--- config.mk ---
export PLATFORM = sky130hd
export DESIGN_NAME = seg_display_scan
export DESIGN_NICKNAME = d
export VERILOG_FILES = /design/src/rtl/seg_scan_pkg.sv /design/src/rtl/scan_prescaler.sv /design/src/rtl/seg_display_scan.sv
export SDC_FILE = /design/constraint.sdc
export NUM_CORES = 1
export LEC_CHECK = 0
export BUFFER_PORTS_ARGS = -buffer_cell sky130_fd_sc_hd__buf_2
export CORE_MARGIN = 2
export CORE_UTILIZATION = 40
export CTS_CLUSTER_SIZE = 28
export DETAILED_ROUTE_END_ITERATION = 8
export PLACE_DENSITY_LB_ADDON = 0.12
export SYNTH_ARGS = -nofsm -noshare
export SYNTH_HDL_FRONTEND = slang
export SYNTH_HIERARCHICAL = 1
export SYNTH_SLANG_ARGS = --single-unit
--- constraint.sdc ---
create_clock -name clk -period 2.9 [get_ports clk]
set_input_delay 0.435 -clock clk [delete_from_list [all_inputs] [get_ports clk]]
set_output_delay 0.435 -clock clk [all_outputs]
set_load 0.02 [all_outputs]
--- src/rtl/seg_scan_pkg.sv ---
// Shared types and helpers for the seven-segment scan driver.
package seg_scan_pkg;

  localparam int NUM_DIGITS = 4;
  localparam int SLOT_W     = 2;

  typedef logic [6:0] seg_pattern_t;

  localparam seg_pattern_t SEG_BLANK = 7'b0000000;

  typedef enum logic {
    IDLE = 1'b0,
    SCAN = 1'b1
  } state_t;

  // One-hot digit enable for a slot index; bit k selects digit k.
  function automatic logic [NUM_DIGITS-1:0] onehot4(input logic [SLOT_W-1:0] sel);
    logic [NUM_DIGITS-1:0] dec;
    case (sel)
      2'd0:    dec = 4'b0001;
      2'd1:    dec = 4'b0010;
      2'd2:    dec = 4'b0100;
      2'd3:    dec = 4'b1000;
      default: dec = 4'b0000;
    endcase
    return dec;
  endfunction

endpackage

--- src/rtl/scan_prescaler.sv ---
// Digit-slot prescaler: counts 0..DIV_MAX and flags the last cycle of a slot.
// A synchronous clear holds the count at zero (used while not scanning).
module scan_prescaler
  import seg_scan_pkg::*;
#(
  parameter int DIV_MAX = 49999,
  parameter int CNT_W   = (DIV_MAX > 0) ? $clog2(DIV_MAX + 1) : 1
) (
  input  logic             clk,
  input  logic             rst_n,
  input  logic             clr,
  output logic [CNT_W-1:0] cnt,
  output logic             tick
);

  localparam logic [CNT_W-1:0] CNT_LAST = CNT_W'(DIV_MAX);
  localparam logic [CNT_W-1:0] CNT_ZERO = {CNT_W{1'b0}};
  localparam logic [CNT_W-1:0] CNT_ONE  = CNT_W'(1);

  logic [CNT_W-1:0] cnt_q;
  logic [CNT_W-1:0] cnt_d;

  // Next count: clear, wrap at the end of the slot, or advance.
  always_comb begin
    cnt_d = cnt_q;
    if (clr) begin
      cnt_d = CNT_ZERO;
    end else if (cnt_q == CNT_LAST) begin
      cnt_d = CNT_ZERO;
    end else begin
      cnt_d = cnt_q + CNT_ONE;
    end
  end

  // Count register.
  always_ff @(posedge clk or negedge rst_n) begin
    if (!rst_n) begin
      cnt_q <= CNT_ZERO;
    end else begin
      cnt_q <= cnt_d;
    end
  end

  assign cnt  = cnt_q;
  assign tick = (cnt_q == CNT_LAST);

endmodule

--- src/rtl/seg_display_scan.sv ---
// Four-digit seven-segment scan driver. Snapshots the segment patterns and
// drop flag once per frame and multiplexes them onto a shared segment bus
// with one-hot digit enables and blanking guard cycles at each slot start.
// Optional feature: define SEG_BLINK_EN to blink the digits while the
// snapshotted drop flag is set (BLINK_FRAMES frames on, BLINK_FRAMES off).
module seg_display_scan
  import seg_scan_pkg::*;
#(
  parameter int DIV_MAX      = 49999,
  parameter int BLANK_CYC    = 4,
  parameter int BLINK_FRAMES = 125
) (
  input  logic       clk,
  input  logic       rst_n,
  input  logic       disp_en,
  input  logic [6:0] seg1,
  input  logic [6:0] seg2,
  input  logic [6:0] seg3,
  input  logic [6:0] seg4,
  input  logic       drop_activated,
  output logic [6:0] seg_out,
  output logic [3:0] dig_sel,
  output logic       frame_start,
  output logic       drop_led
);

  localparam int CNT_W = (DIV_MAX > 0) ? $clog2(DIV_MAX + 1) : 1;
  localparam logic [CNT_W-1:0] BLANK_END = CNT_W'(BLANK_CYC);
  localparam logic [CNT_W-1:0] CNT_ZERO  = {CNT_W{1'b0}};

  if ((BLANK_CYC > DIV_MAX) || (BLINK_FRAMES < 1)) begin : g_bad_cfg
    $error("seg_display_scan: need BLANK_CYC <= DIV_MAX and BLINK_FRAMES >= 1");
  end

  state_t                        state_q;
  state_t                        state_d;
  logic [SLOT_W-1:0]             slot_q;
  logic [SLOT_W-1:0]             slot_d;
  seg_pattern_t [NUM_DIGITS-1:0] shadow_q;
  seg_pattern_t [NUM_DIGITS-1:0] shadow_d;
  logic                          drop_q;
  logic                          drop_d;

  logic [CNT_W-1:0] cnt;
  logic             tick;
  logic             scanning;
  logic             frame_wrap;
  logic             load_shadow;
  logic             blink_off;

  // Scanning continues only while in SCAN with the enable held high.
  assign scanning    = (state_q == SCAN) && disp_en;
  assign frame_wrap  = scanning && tick && (slot_q == 2'd3);
  assign load_shadow = ((state_q == IDLE) && disp_en) || frame_wrap;

  scan_prescaler #(
    .DIV_MAX (DIV_MAX),
    .CNT_W   (CNT_W)
  ) u_prescaler (
    .clk   (clk),
    .rst_n (rst_n),
    .clr   (!scanning),
    .cnt   (cnt),
    .tick  (tick)
  );

  // State register plus slot index and frame snapshot.
  always_ff @(posedge clk or negedge rst_n) begin
    if (!rst_n) begin
      state_q  <= IDLE;
      slot_q   <= 2'd0;
      shadow_q <= {NUM_DIGITS{SEG_BLANK}};
      drop_q   <= 1'b0;
    end else begin
      state_q  <= state_d;
      slot_q   <= slot_d;
      shadow_q <= shadow_d;
      drop_q   <= drop_d;
    end
  end

  // Next state: the enable alone decides between idling and scanning.
  always_comb begin
    state_d = state_q;
    case (state_q)
      IDLE: begin
        if (disp_en) state_d = SCAN;
        else         state_d = IDLE;
      end
      SCAN: begin
        if (disp_en) state_d = SCAN;
        else         state_d = IDLE;
      end
      default: state_d = IDLE;
    endcase
  end

  // Slot advance on each prescaler tick; snapshot reload at scan entry and frame wrap.
  always_comb begin
    slot_d   = slot_q;
    shadow_d = shadow_q;
    drop_d   = drop_q;
    if (!scanning) begin
      slot_d = 2'd0;
    end else if (tick) begin
      slot_d = slot_q + 2'd1;
    end else begin
      slot_d = slot_q;
    end
    if (load_shadow) begin
      shadow_d = {seg4, seg3, seg2, seg1};
      drop_d   = drop_activated;
    end else begin
      shadow_d = shadow_q;
      drop_d   = drop_q;
    end
  end

`ifdef SEG_BLINK_EN
  localparam int BLINK_W = (BLINK_FRAMES > 1) ? $clog2(BLINK_FRAMES) : 1;
  localparam logic [BLINK_W-1:0] BLINK_LAST = BLINK_W'(BLINK_FRAMES - 1);
  localparam logic [BLINK_W-1:0] BLINK_ZERO = {BLINK_W{1'b0}};
  localparam logic [BLINK_W-1:0] BLINK_ONE  = BLINK_W'(1);

  logic [BLINK_W-1:0] blink_cnt_q;
  logic [BLINK_W-1:0] blink_cnt_d;
  logic               phase_q;
  logic               phase_d;

  // Frame counter toggles the blink phase every BLINK_FRAMES frames; idle restarts it visible.
  always_comb begin
    blink_cnt_d = blink_cnt_q;
    phase_d     = phase_q;
    if (state_q == IDLE) begin
      blink_cnt_d = BLINK_ZERO;
      phase_d     = 1'b0;
    end else if (frame_wrap) begin
      if (blink_cnt_q == BLINK_LAST) begin
        blink_cnt_d = BLINK_ZERO;
        phase_d     = ~phase_q;
      end else begin
        blink_cnt_d = blink_cnt_q + BLINK_ONE;
        phase_d     = phase_q;
      end
    end else begin
      blink_cnt_d = blink_cnt_q;
      phase_d     = phase_q;
    end
  end

  // Blink counter and phase registers.
  always_ff @(posedge clk or negedge rst_n) begin
    if (!rst_n) begin
      blink_cnt_q <= BLINK_ZERO;
      phase_q     <= 1'b0;
    end else begin
      blink_cnt_q <= blink_cnt_d;
      phase_q     <= phase_d;
    end
  end

  assign blink_off = drop_q && phase_q;
`else
  assign blink_off = 1'b0;
`endif

  // Output decode from registers only: bus shows the slot pattern, enables gated by guard and blink.
  always_comb begin
    seg_out     = SEG_BLANK;
    dig_sel     = 4'b0000;
    frame_start = 1'b0;
    drop_led    = 1'b0;
    case (state_q)
      SCAN: begin
        seg_out = shadow_q[slot_q];
        if ((cnt >= BLANK_END) && !blink_off) begin
          dig_sel = onehot4(slot_q);
        end else begin
          dig_sel = 4'b0000;
        end
        frame_start = (slot_q == 2'd0) && (cnt == CNT_ZERO);
        drop_led    = drop_q;
      end
      default: begin
        seg_out     = SEG_BLANK;
        dig_sel     = 4'b0000;
        frame_start = 1'b0;
        drop_led    = 1'b0;
      end
    endcase
  end

endmodule

# ---- After elaboration in Yosys (flattened, before gate mapping)
# Index checks and enable logic that the tools add are counted.
# Widths: inputs -> output; s select.
dict set report word_totals {
  ff_bits 48
  output_inout_bits 13
}
dict set report op_classes {
  add_sub_neg 2
  magnitude_cmp 2
  eq_ne 5
  muxes 13
  n_bitwise 1
  reduce_logical 8
}
# operator count
set ops {}
lappend ops {{$mux 16} 2}
lappend ops {{$add 16x1->16 const B} 1}
lappend ops {{$eq 16x16->1 const B} 1}
lappend ops {{$ge 16x3->1 const B} 1}
lappend ops {{$logic_not 16->1} 1}
lappend ops {{$pmux 4 s4} 1}
lappend ops {{$bmux 7 s2} 1}
lappend ops {{$mux 7} 2}
lappend ops {{$mux 4} 2}
lappend ops {{$logic_and 1x1->1} 5}
lappend ops {{$eq 2x2->1 const B} 2}
lappend ops {{$mux 2} 2}
lappend ops {{$lt 2x3->1 const B} 1}
lappend ops {{$mux 1} 3}
lappend ops {{$add 2x1->2 const B} 1}
lappend ops {{$eq 2x1->1 const B} 1}
lappend ops {{$logic_not 2->1} 1}
lappend ops {{$ne 2x2->1 const B} 1}
lappend ops {{$logic_or 1x1->1} 1}
lappend ops {{$not 1->1} 1}

# ---- Logic depth before layout (Yosys ltp)
dict set report logic_depth {
  word_depth 4
  depth_mapped 8
  mapped_depth_nobuf 6
}

# ---- By module
# Netlist, hierarchy kept.
# module instances cells_per_inst area_each_um2 seq_area_each_um2
set modules_own_cells {}
lappend modules_own_cells {seg_display_scan 1 107 1604.0 800.8}
lappend modules_own_cells {scan_prescaler 1 84 822.0 400.4}

# ---- Least setup slack after synthesis
# No wires, ideal clock.
dict set report synth_timing {
  path_kind {reg-to-reg}
  from {register u_prescaler.cnt_q[11] (netlist: u_prescaler/cnt[11])}
  to {register shadow_q[10] (netlist name)}
  setup_time_ps 125
  t_arrival_ps 2105
  required_ps 2775
  slack_ps 670
  path_stages_with_launch 8
  synth_period_minus_slack_ps 2230
  path_cell_list {dfrtp_1 -> or4b_1 -> nor4_2 -> a21bo_1 -> nand2_2 -> buf_6 -> buf_12 -> mux2_4}
}
dict set report synth_via {
  elab_chain_len 4
}
# item line
set synth_rtl {}
lappend synth_rtl {{start: declaration} scan_prescaler.sv:20} ;# logic [CNT_W-1:0] cnt_q;
lappend synth_rtl {{start signal: assignment} scan_prescaler.sv:40} ;# cnt_q <= cnt_d;
lappend synth_rtl {{$eq 16x16->1} scan_prescaler.sv:45} ;# assign tick = (cnt_q == CNT_LAST);
lappend synth_rtl {{via tick} seg_display_scan.sv:45} ;# logic tick;
lappend synth_rtl {{$logic_and 1x1->1 (2 in a row)} seg_display_scan.sv:53} ;# assign frame_wrap = scanning && tick && (slot_q == 2'd3);
lappend synth_rtl {{$logic_or 1x1->1} seg_display_scan.sv:54} ;# assign load_shadow = ((state_q == IDLE) && disp_en) || frame_wrap;
lappend synth_rtl {{end signal: assignment} seg_display_scan.sv:72} ;# shadow_q <= {NUM_DIGITS{SEG_BLANK}};
lappend synth_rtl {{end signal: assignment} seg_display_scan.sv:77} ;# shadow_q <= shadow_d;
lappend synth_rtl {{end: declaration} seg_display_scan.sv:39} ;# seg_pattern_t [NUM_DIGITS-1:0] shadow_q;
# The timed path passes the listed nets, and every way through them passes these cells.
# A chain may end at the register's enable or synchronous reset.

# ---- Final worst setup path
dict set report layout_timing {
  from {register slot_q[0]}
  to {output port seg_out[1]}
}
dict set report layout_via {
  elab_chain_len 3
}
# item line
set layout_rtl {}
lappend layout_rtl {{start: declaration} seg_display_scan.sv:37} ;# logic [SLOT_W-1:0] slot_q;
lappend layout_rtl {{start signal: assignment} seg_display_scan.sv:76} ;# slot_q <= slot_d;
lappend layout_rtl {{$bmux 7 s2} seg_display_scan.sv:175} ;# seg_out = shadow_q[slot_q];
lappend layout_rtl {{$mux 7 (not written as such)} seg_display_scan.sv:175}
lappend layout_rtl {{$mux 7} seg_display_scan.sv:173} ;# case (state_q)
lappend layout_rtl {{end: declaration} seg_display_scan.sv:21} ;# output logic [6:0] seg_out,
# No other way between the ends. The select of a mux whose other input is x is not followed.

==> results.json <==
{
  "synthFlopType": "dfrtp_1",
  "clockRootBuffer": "clkbuf_8",
  "reg2reg_depth": 6,
  "clock_latency_ns": 0.30,
  "drv_slew": 0,
  "critical_path_class": "flop to primary output",
  "post-cts-setup-buffers": 0,
  "synth_edf_count": 0,
  "dieArea_um2": 6700,
  "wl_per_cell_um": 14.6,
  "postSynthAreaPerCell_um2": 12.7,
  "start_util_pct": 41.2,
  "max_cap_violations": 0,
  "synthArstFlopShare_pct": 100,
  "fin_nets": 275,
  "endpoint_kind": "primary output",
  "ys_types": 36,
  "boundaryPins": 45,
  "cts.sink_count": 48,
  "core_area_um2": 5890,
  "status": "finished clean",
  "place_congestion": 0.742,
  "hold_class": "primary input to asynchronous set/reset pin",
  "r2r-start": "u_prescaler/cnt[11]",
  "worstMarginPinSlew_ns": 0.655,
  "final_hold_viol_count": 0,
  "drtPass1Iterations": 4,
  "hpwl_um": 3200,
  "fp.dieH_um": 81.9,
  "p_per_area_nw_per_um2": 492,
  "dp.cells": 305,
  "required_ns": 2.47,
  "synth-seq-cells": 48,
  "hold_buffers": 0,
  "synth_area_um2": 2430,
  "cp-startpoint": "slot_q[0]",
  "peakVddDrop_uv": 296,
  "grt_use_total_pct": 14.9,
  "drive_gt1_share_pct": 40.8,
  "die_w_um": 81.9,
  "fin_cells": 313,
  "fin_util_pct": 47.4,
  "arrival_ns": 1.98,
  "syn_nets": 229,
  "setup_violations": 0,
  "syn_inst": 191,
  "numCtsBuffers": 5,
  "cts-resized-gates": 0,
  "syn_to_final_growth_pct": 15.1,
  "post-route-period-util_pct": 83.2,
  "rsz0062_at_grt": "no",
  "r2r-end": "shadow_q[9]",
  "skew_ns": 0.00973,
  "wirelength_um": 4560,
  "std_cell_rows": 28,
  "relSlewSlack_pct": 56.3,
  "cts_buffer_depth": 2,
  "r2r_setup_slack_ns": 0.53,
  "antenna_found_initial": 0,
  "gr-total-overflow": 0,
  "drcViolationCount": 0,
  "antenna_cells": 0,
  "yosysSeqAreaShare_pct": 49.5,
  "fmax_mhz": 415,
  "cts_tree": "done",
  "path_clk_slew_ns": 0.10,
  "drtIter0Drc": 77,
  "grt_max_degree": 30,
  "drt-vias-per-instance": 5.02,
  "setup_tns_ns": 0,
  "drtAntennaViolNets": 0,
  "crit_fanout": 12,
  "grt_pass1_wl_um": 7530,
  "port_buffers": 44,
  "start_kind": "flop",
  "htree_levels": 2,
  "setup.worst_path.end": "seg_out[1]",
  "grt_pass1_vias": 1603,
  "final_area_um2": 2790,
  "hold-worst-slack_ns": 0.0996,
  "fin_crit_ns": 2.41,
  "p_leak_nw": 1.23,
  "dpl_cell_area_um2": 2700,
  "yosysWarnings": 6,
  "num_vias": 1570
}
==> Yosys cell counts, types with 3 or more instances <==
master / count / share of area (%)
and2_1: 8 / 2.1
and3_1: 3 / 0.77
dfrtp_1: 48 / 50
ha_1: 6 / 3.1
inv_1: 7 / 1.1
mux2_2: 19 / 8.8
mux2_4: 10 / 6.2
mux4_2: 7 / 6.5
nand2_1: 6 / 0.93
nand3_1: 3 / 0.62
nand4_1: 5 / 1.3
nor2_1: 20 / 3.1
nor4_1: 8 / 2.1
xnor2_1: 11 / 4.0
==> layer usage <==
| metal | vias up | GRT usage, % | wire (µm) |
|---|---|---|---|
| li1 | 763 | - | - |
| met1 | 772 | 19.0 | 2090 |
| met2 | 28 | 24.6 | 2260 |
| met3 | 7 | 4.07 | 165 |
| met4 | 0 | 5.00 | 49 |
| met5 | - | 0 | 0 |
==> cell usage in the layout, fill, tap and decap left out, types with 2 or more instances in the layout <==
| cell | Yosys | layout |
|---|---|---|
| mux4_2 | 7 | 7 |
| clkinvlp_4 | 0 | 2 |
| buf_2 | 2 | 44 |
| dfrtp_1 | 48 | 48 |
| or3_1 | 2 | 2 |
| mux2_2 | 19 | 19 |
| mux2_4 | 10 | 10 |
| nand4_1 | 5 | 5 |
| and3_1 | 3 | 3 |
| clkbuf_8 | 0 | 6 |
| xnor2_1 | 11 | 11 |
| nor4_1 | 8 | 8 |
| and2_1 | 8 | 8 |
| ha_1 | 6 | 6 |
| or4bb_1 | 2 | 2 |
| inv_1 | 7 | 7 |
| buf_4 | 1 | 3 |
| nand3_1 | 3 | 3 |
| nor3_1 | 2 | 2 |
| nor2_1 | 20 | 20 |
| o21ai_0 | 2 | 2 |
| nand2_1 | 6 | 6 |
| xor2_1 | 2 | 2 |
==> logic make-up after synthesis <==
logic type	Yosys count	share of synthesized area [%]
adders and majority gates	6	3.09
xor gates and xnor gates	13	4.69
and+or+nand+nor	67	15.5
muxes	37	21.9
DFF	48	49.5
AOI/OAI and AO/OA	5	1.39
buffers and inverters	15	3.87
==> worst max-delay path, cell delays in order (launching register included) <==
cell and delay, ns:
dfrtp_1 0.78, mux4_2 0.57, and2_1 0.17, buf_2 0.16
==> sequential cells by signal, summed over array words and instances (netlist names) <==
signal	cells
state_q	1
drop_q	1
u_prescaler/cnt	16
slot_q	2
shadow_q	28
==> worst min path at each step <==
| stage | startpoint | endpoint | cells past startpoint | slack [ns] |
|---|---|---|---|---|
| 3_5_place_dp | rst_n | u_prescaler/cnt[6] | 1 | 0.45 |
| 4_1_cts | rst_n | shadow_q[0] | 1 | 0.12 |
| 5_1_grt | rst_n | u_prescaler/cnt[10] | 1 | 0.13 |
| 6_report | rst_n | u_prescaler/cnt[15] | 1 | 0.1 |
| 2_1_floorplan | rst_n | drop_q | 0 | 0.14 |
| 3_3_place_gp | rst_n | u_prescaler/cnt[10] | 1 | 0.44 |
==> layout make-up <==
| cell class | instances | area, µm² |
|---|---|---|
| clock buffer | 6 | 82.6 |
| sequential | 48 | 1200 |
| fill | 569 | 3090 |
| tap | 75 | 93.8 |
| inverter | 7 | 26.3 |
| clock inverter | 2 | 15.0 |
| timing repair buffer | 47 | 243 |
| multi-input combinational | 128 | 1130 |
==> stage by stage <==
stage / setup slack [ns] / power (mW)
after floorplan: 0.670 / 0.902
after global placement: 0.548 / 0.964
after detailed placement: 0.512 / 0.969
after CTS: 0.432 / 1.40
after global routing: 0.328 / 1.45
final: 0.488 / 1.37
==> where the power goes <==
part | switching, mW | internal, mW
registers | 0.0342 | 0.730
logic | 0.0726 | 0.113
clock network | 0.232 | 0.193
Note: power is estimated with default switching activity, not from simulation.
